==> config.mk <==
export PLATFORM = sky130hd
export DESIGN_NAME = mem_arbiter
export DESIGN_NICKNAME = d
export VERILOG_FILES = /design/src/rtl/mem_arb_pkg.sv /design/src/rtl/arb_pick.sv /design/src/rtl/mem_arbiter.sv
export SDC_FILE = /design/constraint.sdc
export NUM_CORES = 1
export LEC_CHECK = 0
export ABC_AREA = 1
export CAP_MARGIN = 20
export CORE_MARGIN = 3
export CORE_UTILIZATION = 40
export CTS_CLUSTER_SIZE = 16
export DETAILED_ROUTE_END_ITERATION = 8
export GPL_TIMING_DRIVEN = 0
export PLACE_DENSITY_LB_ADDON = 0.12
export SKIP_LAST_GASP = 1
export SLEW_MARGIN = 15
export SYNTH_ARGS = -nofsm -noshare
export SYNTH_HDL_FRONTEND = slang
export SYNTH_SLANG_ARGS = --single-unit
==> constraint.sdc <==
create_clock -name clk -period 1.9 [get_ports clk]
set_input_delay 0.285 -clock clk [delete_from_list [all_inputs] [get_ports clk]]
set_output_delay 0.285 -clock clk [all_outputs]
set_load 0.01 [all_outputs]
==> src/rtl/mem_arb_pkg.sv <==
// mem_arb_pkg: shared state encoding and port indices for mem_arbiter.
package mem_arb_pkg;

  // Sequencer state, 2-bit encoding kept as plain constants
  typedef logic [1:0] state_t;

  localparam state_t ST_IDLE   = 2'd0;
  localparam state_t ST_ACCESS = 2'd1;
  localparam state_t ST_RESP   = 2'd2;

  // Requester indices
  localparam logic PORT_CPU = 1'b0;
  localparam logic PORT_DBG = 1'b1;

  // Index of the port that is not idx
  function automatic logic other_port(input logic idx);
    return ~idx;
  endfunction

endpackage

==> src/rtl/arb_pick.sv <==
// arb_pick: combinational two-way picker. When both ports request, the
// port named by pref wins; a single requester always wins.
module arb_pick
  import mem_arb_pkg::*;
(
  input  logic req0,
  input  logic req1,
  input  logic pref,
  output logic gnt_valid,
  output logic gnt_idx
);

  // Select the winning port from the current requests and preference
  always_comb begin
    gnt_valid = req0 | req1;
    if (req0 && req1) begin
      gnt_idx = pref;
    end else if (req1) begin
      gnt_idx = PORT_DBG;
    end else begin
      gnt_idx = PORT_CPU;
    end
  end

endmodule

==> src/rtl/mem_arbiter.sv <==
// mem_arbiter: shares a single-port registered-output memory between the
// cpu (port 0) and a debug/loader master (port 1). Accesses are serialised
// through IDLE -> ACCESS -> RESP, ending in a one-cycle ack on the winner.
// Optional feature macro: MEM_ARB_RR_EN (round-robin arbitration); when
// undefined, port 0 has fixed priority and no pointer is built.
module mem_arbiter
  import mem_arb_pkg::*;
#(
  parameter int ADDR_WIDTH = 6,
  parameter int DATA_WIDTH = 16
) (
  input  logic                  clk,
  input  logic                  rst_n,
  input  logic                  req0,
  input  logic                  req1,
  input  logic                  we0,
  input  logic                  we1,
  input  logic [ADDR_WIDTH-1:0] addr0,
  input  logic [ADDR_WIDTH-1:0] addr1,
  input  logic [DATA_WIDTH-1:0] wdata0,
  input  logic [DATA_WIDTH-1:0] wdata1,
  output logic                  ack0,
  output logic                  ack1,
  output logic [DATA_WIDTH-1:0] rdata,
  output logic                  busy,
  output logic                  mem_we,
  output logic [ADDR_WIDTH-1:0] mem_addr,
  output logic [DATA_WIDTH-1:0] mem_data,
  input  logic [DATA_WIDTH-1:0] mem_out
);

  state_t                r_state;
  logic                  r_gnt;
  logic                  r_is_write;
  logic                  r_busy;
  logic                  r_ack0;
  logic                  r_ack1;
  logic                  r_mem_we;
  logic [ADDR_WIDTH-1:0] r_mem_addr;
  logic [DATA_WIDTH-1:0] r_mem_data;
  logic [DATA_WIDTH-1:0] r_rdata;

  logic                  w_pref;
  logic                  w_gnt_valid;
  logic                  w_gnt_idx;
  logic                  w_grant;

  // A grant only happens from IDLE; requests elsewhere are ignored
  assign w_grant = (r_state == ST_IDLE) && w_gnt_valid;

  arb_pick u_arb_pick (
    .req0      (req0),
    .req1      (req1),
    .pref      (w_pref),
    .gnt_valid (w_gnt_valid),
    .gnt_idx   (w_gnt_idx)
  );

`ifdef MEM_ARB_RR_EN
  logic r_ptr;

  // Round-robin pointer: after every grant prefer the port that lost
  always_ff @(posedge clk or negedge rst_n) begin
    if (!rst_n) begin
      r_ptr <= PORT_CPU;
    end else if (w_grant) begin
      r_ptr <= other_port(w_gnt_idx);
    end
  end

  assign w_pref = r_ptr;
`else
  assign w_pref = PORT_CPU;
`endif

  // Sequencer: latch the winner's access, drive memory, then ack and capture
  always_ff @(posedge clk or negedge rst_n) begin
    if (!rst_n) begin
      r_state    <= ST_IDLE;
      r_gnt      <= PORT_CPU;
      r_is_write <= 1'b0;
      r_busy     <= 1'b0;
      r_ack0     <= 1'b0;
      r_ack1     <= 1'b0;
      r_mem_we   <= 1'b0;
      r_mem_addr <= {ADDR_WIDTH{1'b0}};
      r_mem_data <= {DATA_WIDTH{1'b0}};
      r_rdata    <= {DATA_WIDTH{1'b0}};
    end else begin
      r_ack0 <= 1'b0;
      r_ack1 <= 1'b0;
      case (r_state)
        ST_IDLE: begin
          if (w_grant) begin
            r_gnt      <= w_gnt_idx;
            r_is_write <= (w_gnt_idx == PORT_DBG) ? we1 : we0;
            r_mem_we   <= (w_gnt_idx == PORT_DBG) ? we1 : we0;
            r_mem_addr <= (w_gnt_idx == PORT_DBG) ? addr1 : addr0;
            r_mem_data <= (w_gnt_idx == PORT_DBG) ? wdata1 : wdata0;
            r_busy     <= 1'b1;
            r_state    <= ST_ACCESS;
          end else begin
            r_mem_we <= 1'b0;
            r_busy   <= 1'b0;
          end
        end
        ST_ACCESS: begin
          // Memory samples address/data/we at this edge
          r_mem_we <= 1'b0;
          r_busy   <= 1'b1;
          r_state  <= ST_RESP;
        end
        ST_RESP: begin
          r_ack0 <= (r_gnt == PORT_CPU);
          r_ack1 <= (r_gnt == PORT_DBG);
          if (!r_is_write) begin
            r_rdata <= mem_out;
          end
          r_mem_we <= 1'b0;
          r_busy   <= 1'b0;
          r_state  <= ST_IDLE;
        end
        default: begin
          r_mem_we <= 1'b0;
          r_busy   <= 1'b0;
          r_state  <= ST_IDLE;
        end
      endcase
    end
  end

  assign ack0     = r_ack0;
  assign ack1     = r_ack1;
  assign rdata    = r_rdata;
  assign busy     = r_busy;
  assign mem_we   = r_mem_we;
  assign mem_addr = r_mem_addr;
  assign mem_data = r_mem_data;

endmodule

==> impl_metrics.yaml, run 1 <==
run_status:
  status: "finished, final reports clean"
grt:
  grtUsageMet3_pct: 5.50
  grt_pass1_wl_mm: 8.90
  grt-ovfl-total: 0
  grt.met1_usage_pct: 23.7
  grt_usage_pct: 18.0
  grt_pass1_vias: 1938
  gr-max-usage-layer: "met2"
  grt_max_degree: 25
  globalRouteMet2Util_pct: 29.0
  antenna_found_initial: 0
clock_network:
  cts-buffers-inserted: 5
  cts_tree: "done"
  path_clk_slew_ns: 0.08
  clock_sinks: 46
  cts_resized: 0
  clock_latency_ns: 0.29
  clockBufferDepth: 2
  clockRootBuffer: "clkbuf_8"
  htree_levels: 2
synth:
  yosysWarnings: 0
  ys_seq_elements: 46
  yosys-top-cells-area: "dfrtp_1, nand2_1, nand3_1"
  synth-seq-area-share_pct: 55.0
  yosysTopAreaCellShare_pct: 55.0
  synth_nets: 330
  async_flop_share_pct: 100
  synth_common_cells: "nand2_1, dfrtp_1, nand3_1, inv_1, o21ai_1"
  syn-instance-count: 264
  mappedNetlistArea_um2: 2090
  yosysMostFrequentCell: "nand2_1"
  yosysUniqueCellTypes: 16
  synth-edff-count: 0
  syn_area_per_cell_um2: 7.92
  synth_area_leader_cell: "dfrtp_1"
  synth_ff_type: "dfrtp_1"
die:
  die_x_um: 78.3
  io_pins: 108
  start_util_pct: 42.9
  core_um2: 4880
  dieHeight_um: 78.3
  fp-row-count: 25
  die_area_um2: 6130
drt:
  dr_total_vias: 1987
  wl_mm: 5.18
  detail_route.first_pass.iterations: 4
  postRouteAntennaNets: 0
  first_iter_violations: 65
  avgRoutedWirePerCell_um: 11.6
  drc: 0
  viasPerCell: 4.47
layout:
  multi_input_area_um2: 757
  final_nets: 445
  seq_area_um2: 1150
  utilization_pct: 68.7
  nFillCells: 429
  drive_gt1_share_pct: 8.20
  syn2layout_area_growth_pct: 60.2
  diodes: 0
critical_path:
  critPathLaunch: "mem_data[1]$_DFFE_PN0P_"
  reg2reg_slack_ns: 0.77
  critPathKind: "flip-flop to output pin"
  startpoint_type: "flip-flop"
  cp_num_buf_inv: 1
  cp.arrival_ns: 1.21
  crit_path_cell_trace: "clkdlybuf4s50_1"
  crit_path_max_incr_delay_ns: 0.55
  reg2reg_from: "r_state[1]$_DFFE_PN0P_"
  reg2reg_depth: 6
  path_depth: 1
  critPathMaxFanout: 2
  required_ns: 1.62
  r2r-end: "mem_data[3]$_DFFE_PN0P_"
  slowest_stage: "clkdlybuf4s50_1"
  critPathTopFamily: "buffers and inverters"
  worstSetupEndpoint: "mem_data[1]"
  endpoint_kind: "output pin"
power:
  p_per_area_nw_per_um2: 1330
  p_total_w: 0.00444
  p_leak_nw: 1.70
  ir_drop_v: 0.000583
placement:
  place.gp.congestion: 0.774
  hpwlAfterDp_mm: 4.01
  io_buffer_count: 106
timing:
  worst_slew_pin_slew_ns: 0.550
  max-slew-margin-rel_pct: 63.4
  setup_viol: 0
  finClkSkew_ns: 0.00719
  drv_slew: 0
  min_period_ns: 1.50
  period_share_pct: 78.7
  hold_viol_final: 0
  fmax_ghz: 0.669
  rsz0062_at_grt: "false"
min_path:
  min_path_type: "input port to flip-flop"
job:
  maxCapViolCount: 0
## where the power goes
group | leakage, nW | switching (W) | internal [W]
combinational | 1.09 | 0.00101 | 0.00118
sequential | 0.573 | 0.000236 | 0.00144
clock | 0.0431 | 0.000296 | 0.000281
total | 1.70 | 0.00154 | 0.00290
## per-stage QoR
step	instance area (um2)	worst slack (ns)	hold WS, ns	TNS (ns)	cells
final	3350	0.405	0.346	0	445
after global routing	3350	0.349	0.380	0	445
after CTS	3350	0.397	0.349	0	445
after detailed placement	3260	0.416	0.304	0	438
after global placement	3240	-0.708	0.443	-32.47	437
after floorplan	2090	0.894	-0.0106	0	264
## sequential cells by signal (all words and copies together), names as in the netlist, 2 cells and up
register and flops:
r_state 2, rdata 16, mem_addr 6, mem_data 16
## cell usage in the layout, fill, tap and decap left out
master           instances
buf_16                   1
buf_2                    8
buf_4                    4
buf_6                    3
clkbuf_8                 6
clkdlybuf4s50_1        105
dfrtp_1                 46
dlygate4sd3_1            1
inv_1                   18
inv_2                    3
inv_4                    1
nand2_1                133
nand2_2                  2
nand2_4                  1
nand3_1                 23
nand3b_2                 1
nor2_1                   3
nor2_2                   1
o21ai_0                  1
o21ai_1                 17
## worst min-delay path by stage
stage	start	to	slack [ns]	cells past startpoint
CTS	req1	mem_data[0]$_DFFE_PN0P_	0.35	5
finish	req1	mem_data[1]$_DFFE_PN0P_	0.35	5
detailed placement	rst_n	mem_data[10]$_DFFE_PN0P_	0.30	1
floorplan	rst_n	ack0$_DFF_PN0_	-0.01	0
global route	req1	mem_data[0]$_DFFE_PN0P_	0.38	5
global placement	r_gnt$_DFFE_PN0P_	ack0$_DFF_PN0_	0.44	1
## layout make-up
cell class | count | share of cell area (%)
sequential | 46 | 34.3
timing repair buffer | 108 | 32.6
multi-input combinational | 182 | 22.6
buffer | 14 | 2.95
inverter | 22 | 2.54
tap | 67 | 2.50
clock buffer | 6 | 2.46
## timing repair
action                    in CTS  in global routing
setup buffers                  0                  0
hold buffers                   1                  0
hold endpoints to repair      22                  0
## cell families (layout without fill, tap and decap cells)
| logic type | after synthesis | count (layout) | share of synthesized area [%] |
|---|---|---|---|
| AO/OA/AOI/OAI | 18 | 18 | 4.31 |
| AND/OR/NAND/NOR | 164 | 164 | 31.9 |
| flip-flops | 46 | 46 | 55.0 |
| buffers and inverters | 36 | 150 | 8.79 |
## layer usage
metal,vias to the layer above,share of wire [%]
li1,1035,-
met1,869,44
met2,76,47
met3,7,7.9
met4,0,1.3
met5,-,0
Power figures use the tool's default switching activity.
==> run 2: changes to the inputs <==
==> constraint.sdc (replaced) <==
create_clock -name clk -period 1.6 [get_ports clk]
set_input_delay 0.24 -clock clk [delete_from_list [all_inputs] [get_ports clk]]
set_output_delay 0.24 -clock clk [all_outputs]
set_load 0.01 [all_outputs]
==> results of run 2 <==
Same layout as run 1 (identical final DEF). Status: finished, final reports clean.
Main changes from that run: setup slack after placement 0.416 ns -> 0.161 ns; setup slack after layout 0.405 ns -> 0.150 ns; hold slack 0.346 ns -> 0.301 ns; register-to-register setup slack 0.77 ns -> 0.47 ns; total power 0.00444 W -> 0.00528 W; worst IR drop on VDD 0.000583 V -> 0.000692 V
